==> src/rtl/detector_jogada_if.sv <==
// Play-detector bus between the control unit and the button input stage.
//   habilita   : play enable (jogar_macro OR jogar_micro), control unit -> detector
//   botoes     : raw button levels, bit i = board position i, 1 = pressed
//   tem_jogada : one-cycle pulse, valid play detected
//   jogada     : encoded position (0..8) of the last accepted play
//   db_estado  : debug view of the detector state code
interface detector_jogada_if;
    logic       habilita;
    logic [8:0] botoes;
    logic       tem_jogada;
    logic [3:0] jogada;
    logic [3:0] db_estado;

    modport master (
        output habilita,
        output botoes,
        input  tem_jogada,
        input  jogada,
        input  db_estado
    );

    modport slave (
        input  habilita,
        input  botoes,
        output tem_jogada,
        output jogada,
        output db_estado
    );
endinterface

==> src/rtl/detector_jogada.sv <==
// Button input stage of the game's control unit: debounces the nine board
// buttons, accepts a single one-hot press while plays are enabled, pulses
// tem_jogada for one cycle with the encoded position, then waits for a
// debounced release before another play can be detected.
// Ports:
//   clock : system clock, rising edge
//   reset : synchronous, active-high
//   bus   : detector_jogada_if.slave (habilita, botoes in; tem_jogada,
//           jogada, db_estado out)
module detector_jogada #(
    parameter int unsigned DEBOUNCE_CYCLES = 1000,
    parameter int unsigned CNT_W           = 16
) (
    input  logic               clock,
    input  logic               reset,
    detector_jogada_if.slave   bus
);

    localparam int unsigned NUM_BOTOES = 9;
    localparam int unsigned JOGADA_W   = 4;
    localparam int unsigned ESTADO_W   = 4;
    localparam logic [CNT_W-1:0] CNT_MAX = CNT_W'(DEBOUNCE_CYCLES - 1);

    typedef enum logic [1:0] {
        ESPERA         = 2'd0,
        ESTABILIZA     = 2'd1,
        EMITE          = 2'd2,
        AGUARDA_SOLTAR = 2'd3
    } estado_t;

    estado_t                 estado_q,  estado_d;
    logic [CNT_W-1:0]        cnt_q,     cnt_d;
    logic [NUM_BOTOES-1:0]   capt_q,    capt_d;
    logic [JOGADA_W-1:0]     jogada_q,  jogada_d;
    logic                    tem_q,     tem_d;
    logic [ESTADO_W-1:0]     dbg_q,     dbg_d;

    logic                    one_hot_c;
    logic [JOGADA_W-1:0]     idx_c;

    // Exactly one button pressed.
    always_comb begin
        one_hot_c = (bus.botoes != '0) &&
                    ((bus.botoes & (bus.botoes - NUM_BOTOES'(1))) == '0);
    end

    // Position index of the captured (one-hot) vector.
    always_comb begin
        idx_c = '0;
        for (int i = 0; i < int'(NUM_BOTOES); i++) begin
            if (capt_q[i]) begin
                idx_c = JOGADA_W'(i);
            end
        end
    end

    // State register and registered Moore outputs.
    always_ff @(posedge clock) begin
        if (reset) begin
            estado_q <= ESPERA;
            cnt_q    <= '0;
            capt_q   <= '0;
            jogada_q <= '0;
            tem_q    <= 1'b0;
            dbg_q    <= '0;
        end else begin
            estado_q <= estado_d;
            cnt_q    <= cnt_d;
            capt_q   <= capt_d;
            jogada_q <= jogada_d;
            tem_q    <= tem_d;
            dbg_q    <= dbg_d;
        end
    end

    // Next-state logic; outputs are decoded from the next state so the
    // registered copies always match the state register.
    always_comb begin
        estado_d = estado_q;
        cnt_d    = cnt_q;
        capt_d   = capt_q;
        jogada_d = jogada_q;

        case (estado_q)
            ESPERA: begin
                if (bus.habilita && one_hot_c) begin
                    capt_d   = bus.botoes;
                    cnt_d    = '0;
                    estado_d = ESTABILIZA;
                end
            end
            ESTABILIZA: begin
                if (!bus.habilita || (bus.botoes != capt_q)) begin
                    estado_d = ESPERA;
                end else if (cnt_q == CNT_MAX) begin
                    jogada_d = idx_c;
                    estado_d = EMITE;
                end else begin
                    cnt_d = cnt_q + CNT_W'(1);
                end
            end
            EMITE: begin
                // Counter still holds the press count; restart it so the
                // release needs a full run of zero samples.
                cnt_d    = '0;
                estado_d = AGUARDA_SOLTAR;
            end
            AGUARDA_SOLTAR: begin
                if (bus.botoes != '0) begin
                    cnt_d = '0;
                end else if (cnt_q == CNT_MAX) begin
                    cnt_d    = '0;
                    estado_d = ESPERA;
                end else begin
                    cnt_d = cnt_q + CNT_W'(1);
                end
            end
            default: begin
                cnt_d    = '0;
                estado_d = ESPERA;
            end
        endcase

        tem_d = (estado_d == EMITE);
        dbg_d = ESTADO_W'(estado_d);
    end

    assign bus.tem_jogada = tem_q;
    assign bus.jogada     = jogada_q;
    assign bus.db_estado  = dbg_q;

endmodule

==> src/flat_wrapper.sv <==
// flat-port wrapper written by rule: the top's interface ports become plain ports
module detector_jogada_flat 
#(
    parameter int unsigned DEBOUNCE_CYCLES = 1000,
    parameter int unsigned CNT_W           = 16
)
  (clock, reset, bus_habilita, bus_botoes, bus_tem_jogada, bus_jogada, bus_db_estado);
  detector_jogada_if bus_i ();
  input  logic clock;
  input  logic reset;
  input wire logic [$bits(bus_i.habilita)-1:0] bus_habilita;
  input wire logic [$bits(bus_i.botoes)-1:0] bus_botoes;
  output wire logic [$bits(bus_i.tem_jogada)-1:0] bus_tem_jogada;
  output wire logic [$bits(bus_i.jogada)-1:0] bus_jogada;
  output wire logic [$bits(bus_i.db_estado)-1:0] bus_db_estado;
  assign bus_i.habilita = bus_habilita;
  assign bus_i.botoes = bus_botoes;
  assign bus_tem_jogada = bus_i.tem_jogada;
  assign bus_jogada = bus_i.jogada;
  assign bus_db_estado = bus_i.db_estado;
  detector_jogada #(.DEBOUNCE_CYCLES(DEBOUNCE_CYCLES), .CNT_W(CNT_W)) u_core (.clock(clock), .reset(reset), .bus(bus_i));
endmodule
==> config.mk <==
export PLATFORM = sky130hd
export DESIGN_NAME = detector_jogada_flat
export DESIGN_NICKNAME = d
export VERILOG_FILES = /design/src/rtl/detector_jogada_if.sv /design/src/rtl/detector_jogada.sv /design/src/flat_wrapper.sv
export SDC_FILE = /design/constraint.sdc
export NUM_CORES = 1
export LEC_CHECK = 0
export CAP_MARGIN = 15
export CORE_MARGIN = 4
export CORE_UTILIZATION = 35
export CTS_BUF_LIST = sky130_fd_sc_hd__clkbuf_2 sky130_fd_sc_hd__clkbuf_4 sky130_fd_sc_hd__clkbuf_8
export CTS_CLUSTER_SIZE = 24
export DETAILED_ROUTE_END_ITERATION = 10
export PLACE_DENSITY_LB_ADDON = 0.05
export REMOVE_ABC_BUFFERS = 1
export SETUP_SLACK_MARGIN = 0.15
export SKIP_CTS_REPAIR_TIMING = 1
export SLEW_MARGIN = 20
export SYNTH_ARGS = -nofsm -noshare
export SYNTH_HDL_FRONTEND = slang
export SYNTH_SLANG_ARGS = --single-unit
==> constraint.sdc <==
create_clock -name clock -period 5.3 [get_ports clock]
set_input_delay 0.53 -clock clock [delete_from_list [all_inputs] [get_ports clock]]
set_output_delay 0.53 -clock clock [all_outputs]
set_load 0.1 [all_outputs]
Word level (Yosys, flattened, before mapping)
Cells that the tools add are included.

Bits in registers: 34. Bits in latches: 0. RAM bits: 0. ROM bits: 0. Bits of input ports: 12. Output and inout port bits: 9. Logic and storage cells: 49. Memories kept: 0.

Add/subtract/negate cells: 2. Multiply operators: 0. Divide/modulo/power cells: 0. Order comparisons: 0. Equality and inequality tests: 9. Shift-type cells: 0. Multiplexer cells: 20. Bitwise logic cells: 2. Reduce and logical (&&, ||, !) cells: 10.

Operators with widths (number): 2-to-1 mux 16 bit (5); case mux 16 bit (4 select lines) (1); adder 16 x 1 -> 16 bit (second input constant) (1); equality test 16 x 10 -> 1 bit (second input constant) (1); 2-to-1 mux 2 bit (7); 2-to-1 mux 3 bit (4); AND 9 bit (1); logical NOT 9 bit (1); inequality test 9 bit (1); nonzero test 9 bit (1); subtractor 9 x 1 -> 9 bit (second input constant) (1); case mux 2 bit (4 select lines) (1); equality test 2 bit (second input constant) (3); AND reduction 3 bit (2); 2-to-1 mux 4 bit (1); inequality test 2 bit (second input constant) (2); equality test 2 x 1 -> 1 bit (second input constant) (1); logical AND 1 bit (2); logical NOT 2 bit (1); inequality test 2 x 1 -> 1 bit (second input constant) (1); AND reduction 2 bit (1); logical NOT 1 bit (1); logical OR 1 bit (1); 2-to-1 mux 1 bit (1); NOT 1 bit (1).

Depth between registers and ports, before layout
Gate-level depths: netlist of run 1.

Depth in word-level cells: 8. Gate-level depth with buffers: 8. Depth with buffers taken out: 7.

Least setup slack after synthesis of run 1
OpenSTA, ideal clock, no wires.

Path type: flip-flop to flip-flop. Start: register u_core.estado_q[0]. End: register u_core.cnt_q[14]. Library setup time: 70 ps. Data arrival time: 2549 ps. Required time: 5230 ps. Setup slack: 2681 ps. Cell stages (with the launch flop): 7. Buffers on the path: 0. Period minus slack after synthesis: 2619 ps. Cells stage by stage: dfxtp_1 nor2b_1 nand3_1 o41ai_1 o21ba_1 or4_1 a21oi_1.

Word-level cells in the longest chain between the ends: 3. Elaborated cells between the ends (all ways): 9. Those cells by class: eq/ne (6); mux (1); reduce/logical (2).

RTL lines: start: declaration (line detector_jogada.sv:31) `estado_t estado_q, estado_d;`; start signal: assignment (line detector_jogada.sv:67) `estado_q <= estado_d;`; equality test 2 x 1 -> 1 bit or logical NOT 2 bit (tied branches) (line detector_jogada.sv:84) `case (estado_q)`; inequality test 2 bit (no line) or inequality test 2 x 1 -> 1 bit (tied branches); AND reduction 3 bit (no line); end signal: assignment (line detector_jogada.sv:68) `cnt_q <= cnt_d;`; end: declaration (line detector_jogada.sv:32) `logic [CNT_W-1:0] cnt_q, cnt_d;`.

Several ways; a longest one is shown, not always the timed one. A chain may end at the register's enable or synchronous reset.

Worst setup path in the final report of run 1
Start: input port bus_botoes[1]. End: register u_core.cnt_q[9].

Word-level cells in the longest chain between the ends: 7. Elaborated cells between the ends (all ways): 13. Those cells by class: add/sub (1); eq/ne (3); mux (2); bitwise (1); reduce/logical (6).

RTL lines: start: declaration (line flat_wrapper.sv:12) `input wire logic [$bits(bus_i.botoes)-1:0] bus_botoes;`; subtractor 9 x 1 -> 9 bit (line detector_jogada.sv:44) `((bus.botoes & (bus.botoes - NUM_BOTOES'(1))) == '0);`; AND 9 bit (line detector_jogada.sv:44); logical NOT 9 bit (line detector_jogada.sv:44); logical AND 1 bit (line detector_jogada.sv:43) `one_hot_c = (bus.botoes != '0) &&`; logical AND 1 bit (line detector_jogada.sv:86) `if (bus.habilita && one_hot_c) begin`; inequality test 2 x 1 -> 1 bit (no line); AND reduction 3 bit (no line).

Several ways; a longest one is shown, not always the timed one.

==> results.py, run 1 <==
metrics = {
    "floorplan": {
        "rows": 25,
        "die-area_um2": 6383,
        "die_h_um": 79.90,
        "ioPinCount": 21,
        "die_w_um": 79.90,
        "core_area_um2": 4848,
        "start_util": 0.3732,
    },
    "setup_path": {
        "crit_path_top_delay_cell": "o21bai_1",
        "reg2reg_depth": 7,
        "reg2reg_to": "u_core.cnt_q[9]$_SDFFE_PP0P_",
        "critPathLaunchType": "input pin",
        "path_class": "in -> reg",
        "r2r_slack_ns": 2.30,
        "critPathArrivalTime_ns": 3.31,
        "worst_ep_required_time_ns": 5.49,
        "cp-end-kind": "register",
        "slowest_delay_ns": 0.75,
        "crit_path_cell_trace": "clkdlybuf4s50_1 -> or4_4 -> nor4b_1 -> o31ai_1 -> o21bai_1 -> o21ai_0 -> a32o_1",
        "r2r_start": "u_core.cnt_q[0]$_SDFFE_PP0P_",
        "cp_max_fo": 12,
    },
    "yosys": {
        "synth_most_common_cell": "dfxtp_1",
        "synth_area_leaders": "dfxtp_1 (35%), mux2i_1 (5.5%), nor2_1 (5.0%)",
        "async_flop_share": 0,
        "syn_area_um2": 1809,
        "ys.flop_type": "dfxtp_1",
        "synth_cells": 214,
        "synth-edff-count": 0,
        "synth.largest_area_cell": "dfxtp_1",
        "seq_area_frac_synth": 0.3541,
        "ys_ff_latch": 32,
        "synth_cell_types": 45,
        "synth_top_area_share": 0.3541,
        "avgSynthCellArea_um2": 8.454,
        "synth_commonest_cells": "dfxtp_1 (32), nor2_1 (24), a21oi_1 (15)",
        "ys_warn_count": 0,
    },
    "clocking": {
        "cts_buffers": 5,
        "htree_levels": 2,
        "root_buffer": "clkbuf_8",
        "cts_buffer_depth": 2,
        "cts_tree": "yes",
        "path_clk_slew_ns": 0.07,
        "clock-sinks": 32,
        "clk_latency_ns": 0.29,
    },
    "grt": {
        "grtUsageTotal": 0.1538,
        "grt_overflow": 0,
        "grt_first_pass_wirelength_mm": 7.603,
        "grt_pass1_vias": 1561,
        "grt_start_max_net_pins": 32,
        "antenna_found_initial": 0,
    },
    "layout": {
        "diodes": 0,
        "utilization": 0.4408,
        "area_delta_synth_final_pct": 18.12,
        "drive_above_1_share": 0.06438,
        "nets": 245,
    },
    "route": {
        "via_count": 1725,
        "wl_mm": 4.631,
        "dr.pass1.iters": 5,
        "viasPerCell": 5.750,
        "drc": 0,
        "drt_iter0_drc": 188,
        "wl_per_cell_um": 15.44,
        "ant_nets": 0,
    },
    "sta": {
        "slew_headroom": 0.3498,
        "rsz0062_at_grt": "no",
        "fin_worst_skew_ns": 0.004974,
        "finalCritPeriodShare": 0.5888,
        "worstMarginPinSlew_ns": 0.9722,
        "finalSetupViolCount": 0,
        "fin_ws_ns": 2.179,
        "max_freq_ghz": 0.3204,
        "slew_viol_final": 0,
        "setup_tns_ns": 0,
        "finalHoldViolCount": 0,
        "period_needed_ns": 3.121,
    },
    "hold_path": {
        "hold_path_class": "reg -> reg",
        "holdPathEnd": "u_core.bus.jogada[3]$_SDFFE_PP0P_",
        "hold_start": "u_core.bus.jogada[3]$_SDFFE_PP0P_",
        "hold_depth": 2,
    },
    "outcome": {
        "status": "complete, no violations",
    },
    "placed_design": {
        "place_ws_ns": 1.863,
        "hpwlAfterDp_mm": 3.266,
        "portBuffers": 18,
        "place_congestion": 0.8100,
    },
    "power_and_ir_drop": {
        "powerDensity_nw_per_um2": 223.2,
        "irDropWorstVdd_mv": 0.1078,
        "p_leak_nw": 0.6810,
    },
    "run": {
        "drv_cap": 0,
    },
}
==> sequential cells by signal, summed over array words and instances, names as in the netlist <==
register	flops
u_core.capt_q	9
u_core.estado_q	2
u_core.cnt_q	16
u_core.bus.jogada	4
u_core.bus.tem_jogada	1
==> per-stage QoR <==
step | area [um2] | power, W | hold slack [ns] | std cells
5_1_grt | 2137 | 0.0004968 | 0.4860 | 300
3_3_place_gp | 2044 | 0.0002820 | 0.4398 | 292
6_report | 2137 | 0.0004769 | 0.4533 | 300
3_5_place_dp | 2044 | 0.0002827 | 0.4452 | 292
4_1_cts | 2137 | 0.0004842 | 0.4555 | 300
2_1_floorplan | 1758 | 0.0002628 | 0.4678 | 204
==> cells by family after synthesis <==
family	share of synthesized area
AND/OR/NAND/NOR	0.3077
AO/OA/AOI/OAI	0.1784
flip-flops	0.3541
buffers and inverters	0.04080
multiplexers	0.05533
XOR/XNOR	0.04357
adder cells (fa/ha/maj)	0.01798
other	0.002073
==> per-layer routing <==
metal / GRT usage / part of all wire
met3: 0.03499 / 0.066
met1: 0.2111 / 0.49
met2: 0.2268 / 0.42
met5: 0 / 0
met4: 0.06926 / 0.019
==> report_power, final <==
part / total, W / switching, W / internal, W
Sequential: 0.000241 / 0.000000237 / 0.000241
Clock: 0.000200 / 0.0000962 / 0.000104
Combinational: 0.0000364 / 0.0000229 / 0.0000136
==> worst max-delay path by stage <==
stage,slack [ns],cells after the start,end,from
2_1_floorplan,2.49,6,u_core.capt_q[0]$_SDFFE_PP0P_,bus_botoes[1]
3_3_place_gp,1.99,7,u_core.cnt_q[10]$_SDFFE_PP0P_,bus_botoes[1]
3_5_place_dp,1.86,7,u_core.cnt_q[10]$_SDFFE_PP0P_,bus_botoes[1]
4_1_cts,2.18,7,u_core.cnt_q[10]$_SDFFE_PP0P_,bus_botoes[1]
5_1_grt,1.92,7,u_core.cnt_q[2]$_SDFFE_PP0P_,bus_botoes[1]
6_report,2.18,7,u_core.cnt_q[9]$_SDFFE_PP0P_,bus_botoes[1]
==> worst max-delay path: cells and delay by family <==
family / cells / cell delay (ns)
buf+inv: 1 / 0.49
compound gates: 4 / 1.44
simple gates: 2 / 0.86
==> cell usage in the layout, fill, tap and decap left out, drive strengths merged, types with 9 or more instances in the layout <==
| cell | n |
|---|---|
| and3 | 9 |
| xnor2 | 9 |
| a21oi | 15 |
| o21ai | 14 |
| clkdlybuf4s50 | 18 |
| dfxtp | 32 |
| mux2i | 10 |
| nor2 | 24 |
| nand4b | 9 |
==> final cells by class <==
| type | instances | area [um2] |
|---|---|---|
| Clock buffer | 6 | 82.58 |
| Clock inverter | 2 | 10.01 |
| Fill cell | 493 | 2711 |
| Inverter | 5 | 18.77 |
| Multi-Input combinational cell | 167 | 1099 |
| Sequential cell | 32 | 640.6 |
| Tap cell | 67 | 83.83 |
| Timing Repair Buffer | 21 | 202.7 |
No activity file was read; power rests on OpenSTA's default activity.
==> run 2: changes to the inputs <==
Clock period 5.3 ns to 2.5 ns, I/O delays scaled along.
==> results.py, run 2 (synthesis gave the netlist of run 1 again) <==
metrics = {
    "sta": {
        "finalCritPeriodShare": 0.9056,
        "holdWs_ns": 0.3959,
        "slew_viol_final": 0,
        "finalHoldViolCount": 0,
        "finalSetupViolCount": 0,
        "rsz0062_at_grt": "no",
        "setup_tns_ns": 0,
        "max_freq_ghz": 0.4417,
        "period_needed_ns": 2.264,
        "fin_worst_skew_ns": 0.003400,
    },
    "clocking": {
        "clock-sinks": 32,
        "cts_tree": "yes",
        "htree_levels": 2,
        "path_clk_slew_ns": 0.07,
        "clk_latency_ns": 0.28,
        "cts_buffers": 5,
        "root_buffer": "clkbuf_8",
        "cts_buffer_depth": 2,
    },
    "hold_path": {
        "holdPathEnd": "u_core.capt_q[1]$_SDFFE_PP0P_",
        "hold_start": "bus_botoes[1]",
        "hold_path_class": "in -> reg",
        "hold_depth": 4,
    },
    "floorplan": {
        "rows": 25,
        "start_util": 0.3732,
        "die_h_um": 79.90,
        "core_area_um2": 4848,
        "ioPinCount": 21,
        "die-area_um2": 6383,
        "die_w_um": 79.90,
    },
    "setup_path": {
        "crit_path_cell_trace": "clkdlybuf4s50_1 -> or3_1 -> nor4b_4 -> o31ai_2 -> o21ba_2 -> or4_1 -> a21oi_1",
        "cp_max_fo": 4,
        "slowest_delay_ns": 0.50,
        "critPathArrivalTime_ns": 2.48,
        "path_class": "in -> reg",
        "worst_ep_required_time_ns": 2.72,
        "cp-end-kind": "register",
        "reg2reg_depth": 7,
        "r2r_start": "u_core.cnt_q[0]$_SDFFE_PP0P_",
        "crit_path_top_delay_cell": "or4_1",
        "reg2reg_to": "u_core.bus.jogada[0]$_SDFFE_PP0P_",
        "critPathLaunchType": "input pin",
        "r2r_slack_ns": 0.26,
    },
    "route": {
        "viasPerCell": 5.484,
        "wl_mm": 5.202,
        "via_count": 1848,
        "drt_iter0_drc": 163,
        "dr.pass1.iters": 4,
        "wl_per_cell_um": 15.44,
        "ant_nets": 0,
        "drc": 0,
    },
    "grt": {
        "grt_pass1_vias": 1720,
        "antenna_found_initial": 0,
        "grtUsageTotal": 0.1671,
        "grt_start_max_net_pins": 19,
        "grt_overflow": 0,
        "grt_first_pass_wirelength_mm": 8.397,
    },
    "placed_design": {
        "hpwlAfterDp_mm": 3.729,
        "portBuffers": 18,
        "place_congestion": 0.8391,
    },
    "layout": {
        "diodes": 0,
        "nFillCells": 466,
        "layout_commonest_cell": "buf_4",
        "drive_above_1_share": 0.2556,
        "nets": 282,
        "area_delta_synth_final_pct": 36.65,
        "regMostFlops": "u_core.cnt_q",
        "layout_common_cells": "buf_4 (46), dfxtp_1 (31), nor2_1 (24)",
        "largest_reg_flops": 16,
    },
    "run": {
        "drv_cap": 0,
    },
    "power_and_ir_drop": {
        "powerDensity_nw_per_um2": 421.1,
        "p_leak_nw": 0.9353,
        "irDropWorstVdd_mv": 0.2907,
    },
    "outcome": {
        "status": "complete, no violations",
    },
}
[run 2: cell count changes in the layout (fill, tap and decap cells not counted), moves of 2 or more]
cell	before	now
buf_4	3	46
clkbuf_4	0	2
clkdlybuf4s50_1	18	7
clkinv_2	2	0
dlymetal6s2s_1	0	4
nor4b_1	2	0
[run 2: critical path, delay by kind of cell]
family / cells / cell delay [ns]
AOI/OAI and AO/OA: 3 / 0.48
buffers and inverters: 1 / 0.48
and+or+nand+nor: 3 / 1.26
[run 2: layout make-up]
type / count / area (um2) / area share
repair buffers: 58 / 476.7 / 0.1928
flip-flops and latches: 32 / 641.9 / 0.2596
inverters: 5 / 18.77 / 0.007591
clock buffers: 8 / 97.59 / 0.03947
well taps: 67 / 83.83 / 0.03391
multi-input cells: 167 / 1154 / 0.4666
[run 2: layer usage]
layer  up-vias  part of all wire  GRT usage
li1        915                 -          -
met1       880              0.50     0.2398
met2        47              0.44     0.2467
met3         6             0.048    0.04289
met4         0            0.0092    0.04223
met5         -                 0          0
[run 2: through the flow]
stage          cell area (um2)  utilization  setup slack [ns]  instances  power [W]
2_1_floorplan             1758            -           -0.2368        204  0.0005572
3_3_place_gp              2275       0.4692           -0.1087        325  0.0006174
3_5_place_dp              2275       0.4692           -0.1603        325  0.0006191
4_1_cts                   2372       0.4893          -0.04714        333   0.001050
5_1_grt                   2472       0.5099            0.1332        337   0.001085
6_report                  2472       0.5099            0.2361        337   0.001041
[run 2: report_power, final]
group	switching [W]	total, W	internal [W]
registers	0.000000520	0.000511	0.000510
clock network	0.000184	0.000430	0.000246
logic	0.0000554	0.000100	0.0000449
[run 2: worst max path at each step]
| stage | cells past startpoint | from | endpoint | slack [ns] |
|---|---|---|---|---|
| CTS | 8 | u_core.cnt_q[1]$_SDFFE_PP0P_ | u_core.cnt_q[9]$_SDFFE_PP0P_ | -0.05 |
| global route | 10 | u_core.cnt_q[0]$_SDFFE_PP0P_ | u_core.cnt_q[11]$_SDFFE_PP0P_ | 0.13 |
| detailed placement | 9 | bus_botoes[1] | u_core.cnt_q[10]$_SDFFE_PP0P_ | -0.16 |
| floorplan | 5 | u_core.estado_q[1]$_SDFF_PP0_ | u_core.cnt_q[7]$_SDFFE_PP0P_ | -0.24 |
| global placement | 9 | bus_botoes[1] | u_core.cnt_q[2]$_SDFFE_PP0P_ | -0.11 |
| finish | 7 | bus_botoes[5] | u_core.cnt_q[14]$_SDFFE_PP0P_ | 0.24 |
==> run 3: changes to the inputs <==
Settings changed: SLEW_MARGIN 20 to 5.
==> results of run 3 <==
No change in the layout: final DEF, timing and power equal those of run 2.
